**config.mk**
```make
export PLATFORM = sky130hd
export DESIGN_NAME = mem_port_arbiter
export DESIGN_NICKNAME = d
export VERILOG_FILES = /design/src/rtl/mem_arb_pkg.sv /design/src/rtl/rr_arbiter2.sv /design/src/rtl/mem_port_arbiter.sv
export SDC_FILE = /design/constraint.sdc
export NUM_CORES = 1
export LEC_CHECK = 0
export BUFFER_PORTS_ARGS = -buffer_cell sky130_fd_sc_hd__buf_4
export CAP_MARGIN = 15
export CORE_ASPECT_RATIO = 0.6
export CORE_UTILIZATION = 48
export DETAILED_ROUTE_END_ITERATION = 6
export HOLD_SLACK_MARGIN = 0.03
export PLACE_DENSITY = 0.95
export SYNTH_ARGS = -nofsm -noshare
export SYNTH_HDL_FRONTEND = slang
export SYNTH_SLANG_ARGS = --single-unit
```
**constraint.sdc**
```tcl
create_clock -name clk -period 2.6 [get_ports clk]
set_input_delay 0.65 -clock clk [delete_from_list [all_inputs] [get_ports clk]]
set_output_delay 0.65 -clock clk [all_outputs]
set_load 0.1 [all_outputs]
```
**src/rtl/mem_arb_pkg.sv**
```systemverilog
// Shared types for the fetch/data memory port arbiter.
package mem_arb_pkg;

   typedef enum logic [1:0] {
      IDLE  = 2'd0,
      ISSUE = 2'd1,
      WAIT  = 2'd2,
      RESP  = 2'd3
   } state_t;

   typedef enum logic {
      GNT_IF = 1'b0,
      GNT_D  = 1'b1
   } grant_t;

   function automatic grant_t other_port(input grant_t g);
      return (g == GNT_IF) ? GNT_D : GNT_IF;
   endfunction

endpackage

```
**src/rtl/rr_arbiter2.sv**
```systemverilog
// Two-requester round-robin picker; on a collision the port not granted last wins.
module rr_arbiter2
   import mem_arb_pkg::*;
(
   input  logic   req_if_i,
   input  logic   req_d_i,
   input  grant_t last_grant_i,
   output grant_t grant_c_o,
   output logic   valid_c_o
);

   always_comb begin
      valid_c_o = req_if_i | req_d_i;
      grant_c_o = GNT_IF;
      if (req_if_i && req_d_i) begin
         grant_c_o = other_port(last_grant_i);
      end else if (req_d_i) begin
         grant_c_o = GNT_D;
      end
   end

endmodule

```
**src/rtl/mem_port_arbiter.sv**
```systemverilog
// Shares one fixed-latency single-ported memory between instruction fetch and data ports,
// one transaction at a time: IDLE -> ISSUE -> WAIT -> RESP.
module mem_port_arbiter
   import mem_arb_pkg::*;
#(
   parameter int unsigned AW  = 32,
   parameter int unsigned DW  = 32,
   parameter int unsigned LAT = 2
) (
   input  logic          clk,
   input  logic          reset,
   input  logic          if_req,
   input  logic [AW-1:0] if_addr,
   output logic [DW-1:0] if_rdata,
   output logic          if_ready,
   output logic          if_stall,
   input  logic          d_req,
   input  logic          d_we,
   input  logic [AW-1:0] d_addr,
   input  logic [DW-1:0] d_wdata,
   output logic [DW-1:0] d_rdata,
   output logic          d_ready,
   output logic          d_stall,
   output logic          mem_en,
   output logic          mem_we,
   output logic [AW-1:0] mem_addr,
   output logic [DW-1:0] mem_wdata,
   input  logic [DW-1:0] mem_rdata
);

   localparam int unsigned CW = $clog2(LAT + 1);

   state_t        state_q,     state_d;
   grant_t        last_q,      last_d;
   grant_t        gnt_q,       gnt_d;
   logic [CW-1:0] cnt_q,       cnt_d;
   logic          mem_en_q,    mem_en_d;
   logic          mem_we_q,    mem_we_d;
   logic [AW-1:0] mem_addr_q,  mem_addr_d;
   logic [DW-1:0] mem_wdata_q, mem_wdata_d;
   logic [DW-1:0] if_rdata_q,  if_rdata_d;
   logic [DW-1:0] d_rdata_q,   d_rdata_d;
   logic          if_ready_q,  if_ready_d;
   logic          d_ready_q,   d_ready_d;

   grant_t        arb_gnt;
   logic          arb_valid;

   rr_arbiter2 u_rr (
      .req_if_i     (if_req),
      .req_d_i      (d_req),
      .last_grant_i (last_q),
      .grant_c_o    (arb_gnt),
      .valid_c_o    (arb_valid)
   );

   // Next-state and registered-output logic
   always_comb begin
      state_d     = state_q;
      last_d      = last_q;
      gnt_d       = gnt_q;
      cnt_d       = cnt_q;
      mem_en_d    = 1'b0;
      mem_we_d    = 1'b0;
      mem_addr_d  = mem_addr_q;
      mem_wdata_d = mem_wdata_q;
      if_rdata_d  = if_rdata_q;
      d_rdata_d   = d_rdata_q;
      if_ready_d  = 1'b0;
      d_ready_d   = 1'b0;

      case (state_q)
         IDLE: begin
            if (arb_valid) begin
               gnt_d    = arb_gnt;
               last_d   = arb_gnt;
               mem_en_d = 1'b1;
               state_d  = ISSUE;
               if (arb_gnt == GNT_D) begin
                  mem_we_d    = d_we;
                  mem_addr_d  = d_addr;
                  mem_wdata_d = d_wdata;
               end else begin
                  mem_we_d    = 1'b0;
                  mem_addr_d  = if_addr;
                  mem_wdata_d = '0;
               end
            end
         end
         ISSUE: begin
            cnt_d   = CW'(LAT);
            state_d = WAIT;
         end
         // Capture lands in the last WAIT cycle, when mem_rdata is valid.
         WAIT: begin
            if (cnt_q == CW'(1)) begin
               cnt_d   = '0;
               state_d = RESP;
               if (gnt_q == GNT_D) begin
                  d_rdata_d = mem_rdata;
                  d_ready_d = 1'b1;
               end else begin
                  if_rdata_d = mem_rdata;
                  if_ready_d = 1'b1;
               end
            end else begin
               cnt_d = cnt_q - CW'(1);
            end
         end
         RESP: begin
            state_d = IDLE;
         end
         default: begin
            state_d = IDLE;
         end
      endcase
   end

   always_ff @(posedge clk) begin
      if (reset) begin
         state_q     <= IDLE;
         last_q      <= GNT_IF;
         gnt_q       <= GNT_IF;
         cnt_q       <= '0;
         mem_en_q    <= 1'b0;
         mem_we_q    <= 1'b0;
         mem_addr_q  <= '0;
         mem_wdata_q <= '0;
         if_rdata_q  <= '0;
         d_rdata_q   <= '0;
         if_ready_q  <= 1'b0;
         d_ready_q   <= 1'b0;
      end else begin
         state_q     <= state_d;
         last_q      <= last_d;
         gnt_q       <= gnt_d;
         cnt_q       <= cnt_d;
         mem_en_q    <= mem_en_d;
         mem_we_q    <= mem_we_d;
         mem_addr_q  <= mem_addr_d;
         mem_wdata_q <= mem_wdata_d;
         if_rdata_q  <= if_rdata_d;
         d_rdata_q   <= d_rdata_d;
         if_ready_q  <= if_ready_d;
         d_ready_q   <= d_ready_d;
      end
   end

   assign mem_en    = mem_en_q;
   assign mem_we    = mem_we_q;
   assign mem_addr  = mem_addr_q;
   assign mem_wdata = mem_wdata_q;
   assign if_rdata  = if_rdata_q;
   assign d_rdata   = d_rdata_q;
   assign if_ready  = if_ready_q;
   assign d_ready   = d_ready_q;

   // Stall terms stay combinational so the hazard unit sees them in the request cycle.
   assign if_stall = if_req & ~if_ready_q;
   assign d_stall  = d_req & ~d_ready_q;

endmodule

```
# Word-level counts from Yosys, hierarchy flattened
# Cells that the tools add are included.
op_classes:
  n_addsub: 1
  eq_ne: 6
  mux: 12
  n_bitwise: 11
  reduce_logical: 10
op_table:
  columns: ["operator", "n"]
  rows:
  - ["$mux 32", 2]
  - ["$not 1->1", 8]
  - ["$pmux 2 s4", 1]
  - ["$mux 2", 3]
  - ["$reduce_and 3->1", 2]
  - ["$mux 1", 5]
  - ["$eq 2x1->1 const B", 2]
  - ["$eq 2x2->1 const B", 2]
  - ["$ne 2x2->1 const B", 2]
  - ["$pmux 2 s2", 1]
  - ["$reduce_and 2->1", 2]
  - ["$reduce_or 4->1", 1]
  - ["$reduce_or 3->1", 1]
  - ["$and 1x1->1", 2]
  - ["$logic_not 2->1", 1]
  - ["$reduce_bool 2->1", 1]
  - ["$reduce_or 2->1", 1]
  - ["$sub 2x1->2 const B", 1]
  - ["$logic_and 1x1->1", 1]
  - ["$or 1x1->1", 1]
word_totals:
  register_bits: 137
  inputBits: 133
  elab_cells: 51

# Depth between registers and ports, before layout
logic_depth:
  depth_word: 4
  ltp_mapped: 7

# Cells and area by module
# Synthesis repeated with hierarchy kept, for this count alone.
unflattened:
  hier_cells: 613
  area_unflattened_um2: 5412.7
modules_own_cells:
  columns: ["module", "n_inst", "cells_per_inst", "area_per_inst_um2"]
  rows:
  - ["mem_port_arbiter", 1, 611, 5398.9]
  - ["rr_arbiter2", 1, 2, 13.8]

# Least setup slack after synthesis
# No wires, ideal clock.
synth_timing:
  path_type: "register to output"
  start: "register d_ready_q, in the netlist d_ready"
  end: "output port d_stall"
  arrival_ps: 2114
  required_ps: 1950
  path_slack_ps: -164
  stages_incl_launch_ff: 2
  n_path_buf: 0
  cell_sequence: "dfxtp_1 > nor2b_1"
synth_via:
  elab_chain_len: 2
synth_lines:
  columns: ["element", "line_no", "rtl"]
  rows:
  - ["from (decl)", "mem_port_arbiter.sv:44", "logic d_ready_q, d_ready_d;"]
  - ["from (signal assigned)", "mem_port_arbiter.sv:145", "d_ready_q <= d_ready_d;"]
  - ["$not 1->1", "mem_port_arbiter.sv:160", "assign d_stall = d_req & ~d_ready_q;"]
  - ["$and 1x1->1", "mem_port_arbiter.sv:160", null]
  - ["to (decl)", "mem_port_arbiter.sv:23", "output logic d_stall,"]
# No other way between the ends.

# Worst setup path in the final report
layout_timing:
  start: "input port if_req"
  end: "output port if_stall"
layout_via:
  elab_chain_len: 1
layout_lines:
  columns: ["element", "line_no", "rtl"]
  rows:
  - ["from (decl)", "mem_port_arbiter.sv:12", "input logic if_req,"]
  - ["$and 1x1->1", "mem_port_arbiter.sv:159", "assign if_stall = if_req & ~if_ready_q;"]
  - ["to (decl)", "mem_port_arbiter.sv:16", "output logic if_stall,"]
# No other way between the ends.

==> results.toml <==
[grt]
grt_pass1_wl_um = 23400
grt_overflow = 0
track_usage_pct = 27.7
antenna_found_initial = 0
grt_pass1_vias = 4735
grt_max_degree = 83

[yosys]
synth_edf_count = 0
yosys.area.top_type = "dfxtp_1"
yosysWarnings = 0
synth.cell_area_mm2 = 0.00510
syn_inst = 574
synthTopCellsByArea = "dfxtp_1 54%, nand2_1 14%, a21oi_1 6.4%"
synth_commonest_cells = "196 x nand2_1, 137 x dfxtp_1, 65 x a21oi_1"
postSynth.asyncResetShare_pct = 0
ys_seq_area_share_pct = 53.8
synth-seq-cells = 137
syn_area_per_cell_um2 = 8.89
netlist.area_leader.share_pct = 53.8
ys_types = 31
synth_flop_cell = "dfxtp_1"
yosysMostFrequentCell = "nand2_1"
synth_nets = 711

[die]
core-area_mm2 = 0.0101
ios = 267
die_x_um = 135
die_area_mm2 = 0.0111
die_height_um = 81.9
start_util_pct = 50.6
rows = 28

[pwr]
combPwrFrac_pct = 42.2
ir_worst_vdd_v = 0.000875
seq_power_share_pct = 29.6
p_leak_nw = 3.47
p_clk_share_pct = 28.2
power_switching_mw = 3.91
fin_total_pwr_mw = 8.75
switching_share_pct = 44.7
intPower_mw = 4.85
powerDensity_mw_per_mm2 = 1130

[timing]
finalClockSkew_ps = 9.34
clock.fmax_mhz = 544
slew_headroom_pct = 57.7
hold_viol_final = 0
fin_ws_ps = 761
period_needed_ps = 1840
report.final.slew_viol_count = 0
finalSetupViolations = 0
worst_slew_pin_slew_ps = 635
rsz0062_at_grt = "false"
fin_crit_sh_pct = 70.7
finalSetupTns_ps = 0

[finish]
drive_gt1_share_pct = 40.0
layout.nets = 963
regArea_mm2 = 0.00274
fillers = 681
areaGrowthSynthToFinish_pct = 52.0
multi_input_area_mm2 = 0.00211
fin_cells = 974
antenna_cells = 0

[route]
wl_per_cell_um = 16.0
via_per_inst = 5.18
wirelength_um = 15600
drcViolationCount = 0
drtAntennaViolNets = 0
vias = 5047
drt_iter0_drc = 256
dr.pass1.iters = 5

[worst_setup_path]
crit_fanout = 5
worstSetupPathType = "input port to output port"
reg2reg_to = "mem_addr[10]$_SDFFE_PP0P_"
crit_path_end_kind = "output port"
worstReg2RegStart = "gnt_q$_SDFFE_PP0P_"
crit_arrival_ps = 1190
startpoint_type = "input port"
crit_required_ps = 1950
reg2reg_setup_slack_ps = 810
reg2reg_depth = 3

[cts]
path_clk_slew_ps = 60
cts_setup_buffers = 0
clk_path_buf_depth = 2
ctsHoldBuffers = 0
cts_resized = 0
cts-htree-levels = 4
cts_buffers = 17
clkSinkCount = 137
cts_tree = "yes"
cts_root_buf = "clkbuf_16"
clock_latency_ps = 410

[placement]
gp_congestion = 0.806
dp.cells = 942
hpwl_um = 11100
io_buffers = 266
dp_slack_ps = 574

[min_path]
hold_path_class = "input port to register"
hold_depth = 2
min_delay_worst_endpoint = "mem_wdata[10]$_SDFFE_PP0P_"
hold_start = "d_wdata[10]"

[job]
cap_violations = 0

[run_status]
outcome = "finished, final reports clean"
-- state kept, by name, summed over array words and instances (netlist names) --
signal     cells
cnt_q          2
d_rdata       32
d_ready        1
gnt_q          1
if_rdata      32
if_ready       1
mem_addr      32
mem_en         1
mem_wdata     32
mem_we         1
state_q        2
-- final cells by class --
class | count | share of cell area [%]
tap | 135 | 2.18
timing repair buffer | 279 | 27.2
inverter | 4 | 0.194
clock buffer | 19 | 5.71
clock inverter | 13 | 2.16
multi-input combinational | 387 | 27.2
sequential | 137 | 35.4
-- kinds of logic (layout without fill, tap and decap cells) --
family / Yosys count / after routing / synth area share, %
buffers and inverters: 50 / 315 / 4.98
muxes: 2 / 2 / 0.392
adders and majority gates: 4 / 4 / 0.981
AOI/OAI and AO/OA: 135 / 135 / 21.0
and+or+nand+nor: 246 / 246 / 18.9
DFF: 137 / 137 / 53.8
-- through the flow --
step | cell area, µm² | hold WS, ps | utilization (%)
after global placement | 7150 | 444 | 70.8
after global routing | 7760 | 429 | 76.9
after CTS | 7760 | 434 | 76.9
final | 7760 | 448 | 76.9
after detailed placement | 7150 | 448 | 70.8
after floorplan | 5110 | 468 | -
-- critical path, cell delays in order --
cell and delay, ps:
buf_4 120, nor2b_2 130, buf_4 290
-- power by group through the flow --
stage / sequential [mW] / combinational, mW / clock, mW
after detailed placement: 2.63 / 3.69 / 0
after global placement: 2.61 / 3.64 / 0
after floorplan: 4.52 / 1.04 / 0
final: 2.59 / 3.70 / 2.46
after global routing: 2.62 / 3.84 / 2.61
after CTS: 2.59 / 3.70 / 2.50
-- how the worst max path moves through the flow --
stage | slack, ps | end | startpoint | cells after the start
finish | 760 | if_stall | if_req | 3
global route | 710 | mem_addr[10]$_SDFFE_PP0P_ | gnt_q$_SDFFE_PP0P_ | 3
CTS | 770 | if_stall | if_req | 3
detailed placement | 570 | mem_addr[10]$_SDFFE_PP0P_ | if_req | 5
global placement | 660 | mem_wdata[10]$_SDFFE_PP0P_ | if_req | 5
floorplan | 360 | d_stall | d_ready$_SDFF_PP0_ | 1
-- metal layers --
metal	global-route usage, %	wire length, µm	vias to the layer above
met2	49.5	7980	236
li1	-	-	2442
met1	30.9	6090	2341
met3	9.63	1230	28
met5	0	0	-
met4	10.3	287	0
-- cell usage in the layout (no fill, tap or decap), types with 2 or more instances in the layout --
master and instances:
and3_1 2, clkinvlp_4 2, and2_1 2, bufinv_16 3, inv_6 4, clkinv_4 2
nor2b_2 2, a22o_1 32, nor2_1 35, a21oi_1 65, nor3b_1 2, mux2i_1 2
nand2_1 196, a311oi_1 12, buf_4 278, clkbuf_16 17, ha_1 4, a311oi_2 20
clkinv_2 2, dfxtp_1 137, inv_1 4
Note: power is estimated with default switching activity, not from simulation.
